$ cat src/rtl/gcm_result_scroller_if.sv
// gcm_result_scroller_if: result inputs from the GCM core and display-side outputs of the scroller
interface gcm_result_scroller_if;
   logic [0:127] i_cipher_text;
   logic [0:127] i_tag;
   logic         i_tag_ready;
   logic         i_hold;
   logic         i_clear;
   logic [15:0]  o_x;
   logic [3:0]   o_index;
   logic         o_valid;
   logic         o_wrap;
   logic [7:0]   o_pass_count;
   modport master (
      output i_cipher_text, i_tag, i_tag_ready, i_hold, i_clear,
      input  o_x, o_index, o_valid, o_wrap, o_pass_count
   );
   modport slave (
      input  i_cipher_text, i_tag, i_tag_ready, i_hold, i_clear,
      output o_x, o_index, o_valid, o_wrap, o_pass_count
   );
endinterface

$ cat src/rtl/gcm_result_scroller.sv
// gcm_result_scroller: captures cipher text and tag, then scrolls them 16 bits at a time to a display
module gcm_result_scroller #(
   parameter int DWELL_CYCLES = 50000000,
   parameter int DWELL_W      = $clog2(DWELL_CYCLES)
) (
   input logic                  clk,
   input logic                  i_reset_n,
   gcm_result_scroller_if.slave bus
);
   localparam logic [0:0] IDLE = 1'b0;
   localparam logic [0:0] SHOW = 1'b1;
   logic [0:0]         state_q, state_d;
   logic [0:255]       buf_q, buf_d;
   logic               tr_q;
   logic [DWELL_W-1:0] dwell_q, dwell_d;
   logic [3:0]         idx_q, idx_d;
   logic               wrap_q, wrap_d;
   logic [7:0]         pass_q, pass_d;
   logic               rise, last;
   assign rise = bus.i_tag_ready & ~tr_q;
   assign last = dwell_q == DWELL_W'(DWELL_CYCLES - 1);
   // clear beats a new result, which beats hold; the buffer is left alone on clear since o_x is masked by state
   always_comb begin
      state_d = state_q;
      buf_d   = buf_q;
      dwell_d = dwell_q;
      idx_d   = idx_q;
      wrap_d  = 1'b0;
      pass_d  = pass_q;
      if (bus.i_clear) begin
         state_d = IDLE;
         dwell_d = '0;
         idx_d   = '0;
         pass_d  = '0;
      end else if (rise) begin
         state_d = SHOW;
         buf_d   = {bus.i_cipher_text, bus.i_tag};
         dwell_d = '0;
         idx_d   = '0;
         pass_d  = '0;
      end else if (state_q == SHOW && !bus.i_hold) begin
         dwell_d = last ? '0 : dwell_q + 1'b1;
         idx_d   = last ? idx_q + 4'd1 : idx_q;
         wrap_d  = last && idx_q == 4'hf;
         pass_d  = (last && idx_q == 4'hf && pass_q != 8'hff) ? pass_q + 8'd1 : pass_q;
      end
   end
   always_ff @(posedge clk or negedge i_reset_n) begin
      if (!i_reset_n) begin
         state_q <= IDLE;
         buf_q   <= '0;
         tr_q    <= 1'b0;
         dwell_q <= '0;
         idx_q   <= '0;
         wrap_q  <= 1'b0;
         pass_q  <= '0;
      end else begin
         state_q <= state_d;
         buf_q   <= buf_d;
         tr_q    <= bus.i_tag_ready;
         dwell_q <= dwell_d;
         idx_q   <= idx_d;
         wrap_q  <= wrap_d;
         pass_q  <= pass_d;
      end
   end
   assign bus.o_x          = (state_q == SHOW) ? buf_q[{idx_q, 4'b0000} +: 16] : 16'h0000;
   assign bus.o_index      = idx_q;
   assign bus.o_valid      = state_q == SHOW;
   assign bus.o_wrap       = wrap_q;
   assign bus.o_pass_count = pass_q;
endmodule
$ cat src/flat_wrapper.sv
// flat-port wrapper written by rule: the top's interface ports become plain ports
module gcm_result_scroller_flat 
#(
   parameter int DWELL_CYCLES = 50000000,
   parameter int DWELL_W      = $clog2(DWELL_CYCLES)
)
  (clk, i_reset_n, bus_i_cipher_text, bus_i_tag, bus_i_tag_ready, bus_i_hold, bus_i_clear, bus_o_x, bus_o_index, bus_o_valid, bus_o_wrap, bus_o_pass_count);
  gcm_result_scroller_if bus_i ();
  input logic clk;
  input logic i_reset_n;
  input wire logic [$bits(bus_i.i_cipher_text)-1:0] bus_i_cipher_text;
  input wire logic [$bits(bus_i.i_tag)-1:0] bus_i_tag;
  input wire logic [$bits(bus_i.i_tag_ready)-1:0] bus_i_tag_ready;
  input wire logic [$bits(bus_i.i_hold)-1:0] bus_i_hold;
  input wire logic [$bits(bus_i.i_clear)-1:0] bus_i_clear;
  output wire logic [$bits(bus_i.o_x)-1:0] bus_o_x;
  output wire logic [$bits(bus_i.o_index)-1:0] bus_o_index;
  output wire logic [$bits(bus_i.o_valid)-1:0] bus_o_valid;
  output wire logic [$bits(bus_i.o_wrap)-1:0] bus_o_wrap;
  output wire logic [$bits(bus_i.o_pass_count)-1:0] bus_o_pass_count;
  assign bus_i.i_cipher_text = bus_i_cipher_text;
  assign bus_i.i_tag = bus_i_tag;
  assign bus_i.i_tag_ready = bus_i_tag_ready;
  assign bus_i.i_hold = bus_i_hold;
  assign bus_i.i_clear = bus_i_clear;
  assign bus_o_x = bus_i.o_x;
  assign bus_o_index = bus_i.o_index;
  assign bus_o_valid = bus_i.o_valid;
  assign bus_o_wrap = bus_i.o_wrap;
  assign bus_o_pass_count = bus_i.o_pass_count;
  gcm_result_scroller #(.DWELL_CYCLES(DWELL_CYCLES), .DWELL_W(DWELL_W)) u_core (.clk(clk), .i_reset_n(i_reset_n), .bus(bus_i));
endmodule
$ cat config.mk
export PLATFORM = sky130hd
export DESIGN_NAME = gcm_result_scroller_flat
export DESIGN_NICKNAME = d
export VERILOG_FILES = /design/src/rtl/gcm_result_scroller_if.sv /design/src/rtl/gcm_result_scroller.sv /design/src/flat_wrapper.sv
export SDC_FILE = /design/constraint.sdc
export NUM_CORES = 1
export LEC_CHECK = 0
export BUFFER_PORTS_ARGS = -buffer_cell sky130_fd_sc_hd__buf_2
export CORE_MARGIN = 5
export CORE_UTILIZATION = 43
export DETAILED_ROUTE_END_ITERATION = 8
export PLACE_DENSITY = 0.73
export RECOVER_POWER = 25
export SYNTH_ARGS = -nofsm -noshare
export SYNTH_HDL_FRONTEND = slang
export SYNTH_SLANG_ARGS = --single-unit
$ cat constraint.sdc
create_clock -name clk -period 6.8 [get_ports clk]
set_clock_uncertainty 0.2 [all_clocks]
set_input_delay 1.02 -clock clk [delete_from_list [all_inputs] [get_ports clk]]
set_output_delay 1.02 -clock clk [all_outputs]
set_load 0.01 [all_outputs]
==> metrics <==
status finished, violations left; failing checks max-capacitance violations, max-slew violations; TritonCTS buffer count 35; Final GP Congestion between 0.8 and 0.9; Slowest-stage cell, CP dfrtp_4; I/O Buffers 290; Starting Density between 40 and 50%; row cnt 65; DR iter-0 viols ~600; post-route design area about 17000 µm²; worst endpoint required time about 5.6 ns; Root Driver clkbuf_16; synthesized flop and latch total between 200 and 300; Mapped Avg Cell Area between 10 and 15 µm²; Post-synth EDFFs 0; Seq/Total Area, Yosys roughly 54%; share of cells above drive strength 1 around three fifths; startpoint types flop; Cell variety after synth 51; Fin. Hold Viols 0; final wirelength 37800 µm; number of global-route vias before repair 9769; largest net degree at the start of global routing about 130; Setup Fix Bufs, Post-CTS 0; post-route DRC violation count 0; H-tree levels 2; critical-path maximum fanout 50; critical path class flop to output pin; CP max stage delay ~1.1 ns; hold_buf cts 0; Die ar. 35700 µm²; antenna-violating nets left 0; Hold WC Path Type flop to flop; area delta synth->final 21.8%; area leader, netlist dfrtp_1; Post-Syn Instances 918; grt total ovfl 0; Final setup viols 0; setup TNS 0 ns; Final min period between 4 and 5 ns; Detail Placement HPWL between 20000 and 30000 µm; worst skew pair latency 0.51 ns; CTS tree done; post_cts resized 0; first-pass GRT wire length between 50000 and 60000 µm; Critical Path, Cell by Cell buf_4 -> mux4_2 -> mux4_2 -> and2_1 -> buf_2; unrepaired setup endpoints after global routing false; CP endpoint kind output pin; Die Y-Extent around 190 µm; Synth area leaders dfrtp_1 (54%), mux2_2 (21%), mux4_2 (13%), clkbuf_1 (1.1%), nand3_1 (0.84%); Static Leak 7.22 nW; Via density ~5.6; maximum vdd drop around 180 µV; io pins 291; arrival time worst endpoint around 3.5 ns; setup slack, reg-to-reg around 3.7 ns; Clock transition at path regs around 0.05 ns; WL per Instance around 23 µm; TritonRoute pass-1 iters 5; async set or reset register ratio after synthesis between 90% and 100%; HP Start u_core.buf_q[193]$_DFFE_PN0P_; CP bufs+invs 2; clk sinks slightly below 300; total power a little under 5 mW; Top cell by count, worst path mux4_2; Syn Nets around 1200; P per Cell Area 287 nW/µm²; most frequent cells in the layout dfrtp_1 (295), buf_2 (289), mux2_2 (256); max-slew violation count about 110; actual slew at the worst max-slew pin around 2.8 ns; die span in x approximately 190 µm; Syn Std Cell Area 13800 µm²; Max-Cap Viols 1; R2R Path End u_core.buf_q[61]$_DFFE_PN0P_; core area approximately 32000 µm²; CTS Buffer Depth 3; Reg2Reg Launch Point u_core.tr_q$_DFF_PN0_; initial antenna violation count 13; share of the synthesized area in the top cell type 54.0%; critical path's top delay family flip-flops; commonest non-fill, non-tap cell in the layout dfrtp_1; reg2reg path depth 4; most used flip-flop cell after synthesis dfrtp_1; Fmax ~0.21 GHz; Via Count between 9000 and 10000; Worst Hold Path EP u_core.buf_q[193]$_DFFE_PN0P_; Post-DP Area roughly 16000 µm²; Hold Path Cell Cnt 1; Tcrit/Tclk final a little over two thirds; gr usage total 20.9%; Ys Warns 0; final net count ~1500; relative slew slack -88.5%
## routing by layer
metal  GRT usage (%)  share of wire [%]  up-vias
met3            4.81                7.0       72
met1            29.7                 44     4673
met2            32.1                 46      370
met5               0              0.090        -
met4            6.78                3.0        4
li1                -                  -     4035
## worst reg2reg max path: cells and delay by family, from the launching register on
kind | cells | cell delay [ns]
buffers and inverters | 1 | 0.90
flip-flops | 1 | 0.35
multiplexers | 1 | 0.53
AND/OR/NAND/NOR | 2 | 0.96
## cells in the mapped netlist (12+ instances only)
library cell,count
clkbuf_1,41
mux2_2,256
and2_1,18
nand4_1,12
a31oi_1,12
nand3_1,23
dfrtp_1,297
nand2_1,25
nor2_1,17
buf_2,12
mux4_2,80
a21oi_1,20
## where the power goes
part	internal [mW]	switching (mW)	total (mW)
Clock	1.18	0.741	1.93
Sequential	2.06	0.177	2.24
Combinational	0.405	0.241	0.646
Total	3.65	1.16	4.81
## final cells by class
class / count / area [µm²]
Clock buffer: 53 / 1130
Antenna cell: 7 / 17.5
Tap cell: 402 / 503
Sequential cell: 297 / 7440
Multi-Input combinational cell: 554 / 6040
Timing Repair Buffer: 298 / 1530
Clock inverter: 8 / 86.3
Fill cell: 2664 / 14800
Inverter: 5 / 18.8
## through the flow
step | util, % | instances | setup WS [ns] | hold WS [ns]
6_report | 53.1 | 1624 | 2.08 | 0.299
5_1_grt | 53.1 | 1624 | 1.80 | 0.313
4_1_cts | 53.1 | 1617 | 2.00 | 0.304
3_5_place_dp | 49.3 | 1556 | 2.53 | 0.291
3_3_place_gp | 49.3 | 1556 | 2.57 | 0.284
2_1_floorplan | - | 918 | 3.40 | 0.257
## sequential cells by signal, summed over array words and instances (netlist names)
signal / count
u_core.bus.o_valid: 1
u_core.buf_q: 256
u_core.dwell_q: 26
u_core.bus.o_pass_count: 8
u_core.bus.o_wrap: 1
u_core.bus.o_index: 4
u_core.tr_q: 1
## kinds of logic (layout without fill, tap and decap cells)
| kind of cell | after synthesis | after routing | synth area share (%) |
|---|---|---|---|
| other cells | 0 | 7 | 0 |
| flops | 297 | 297 | 54.0 |
| buf+inv | 67 | 364 | 2.18 |
| mux | 341 | 341 | 34.4 |
| compound gates | 63 | 63 | 2.96 |
| xor+xnor | 4 | 4 | 0.254 |
| fa+ha+maj | 3 | 3 | 0.273 |
| simple gates | 143 | 143 | 5.94 |
## worst max path at each step
| stage | startpoint | end | cells after the start |
|---|---|---|---|
| finish | u_core.bus.o_index[0]$_DFFE_PN0P_ | bus_o_x[2] | 5 |
| global route | u_core.bus.o_index[0]$_DFFE_PN0P_ | bus_o_x[4] | 5 |
| CTS | u_core.bus.o_index[0]$_DFFE_PN0P_ | bus_o_x[3] | 5 |
| detailed placement | u_core.bus.o_index[0]$_DFFE_PN0P_ | bus_o_x[3] | 5 |
| global placement | u_core.bus.o_index[0]$_DFFE_PN0P_ | bus_o_x[4] | 5 |
| floorplan | u_core.bus.o_index[0]$_DFFE_PN0P_ | bus_o_x[0] | 5 |
No activity file was read; power rests on OpenSTA's default activity.
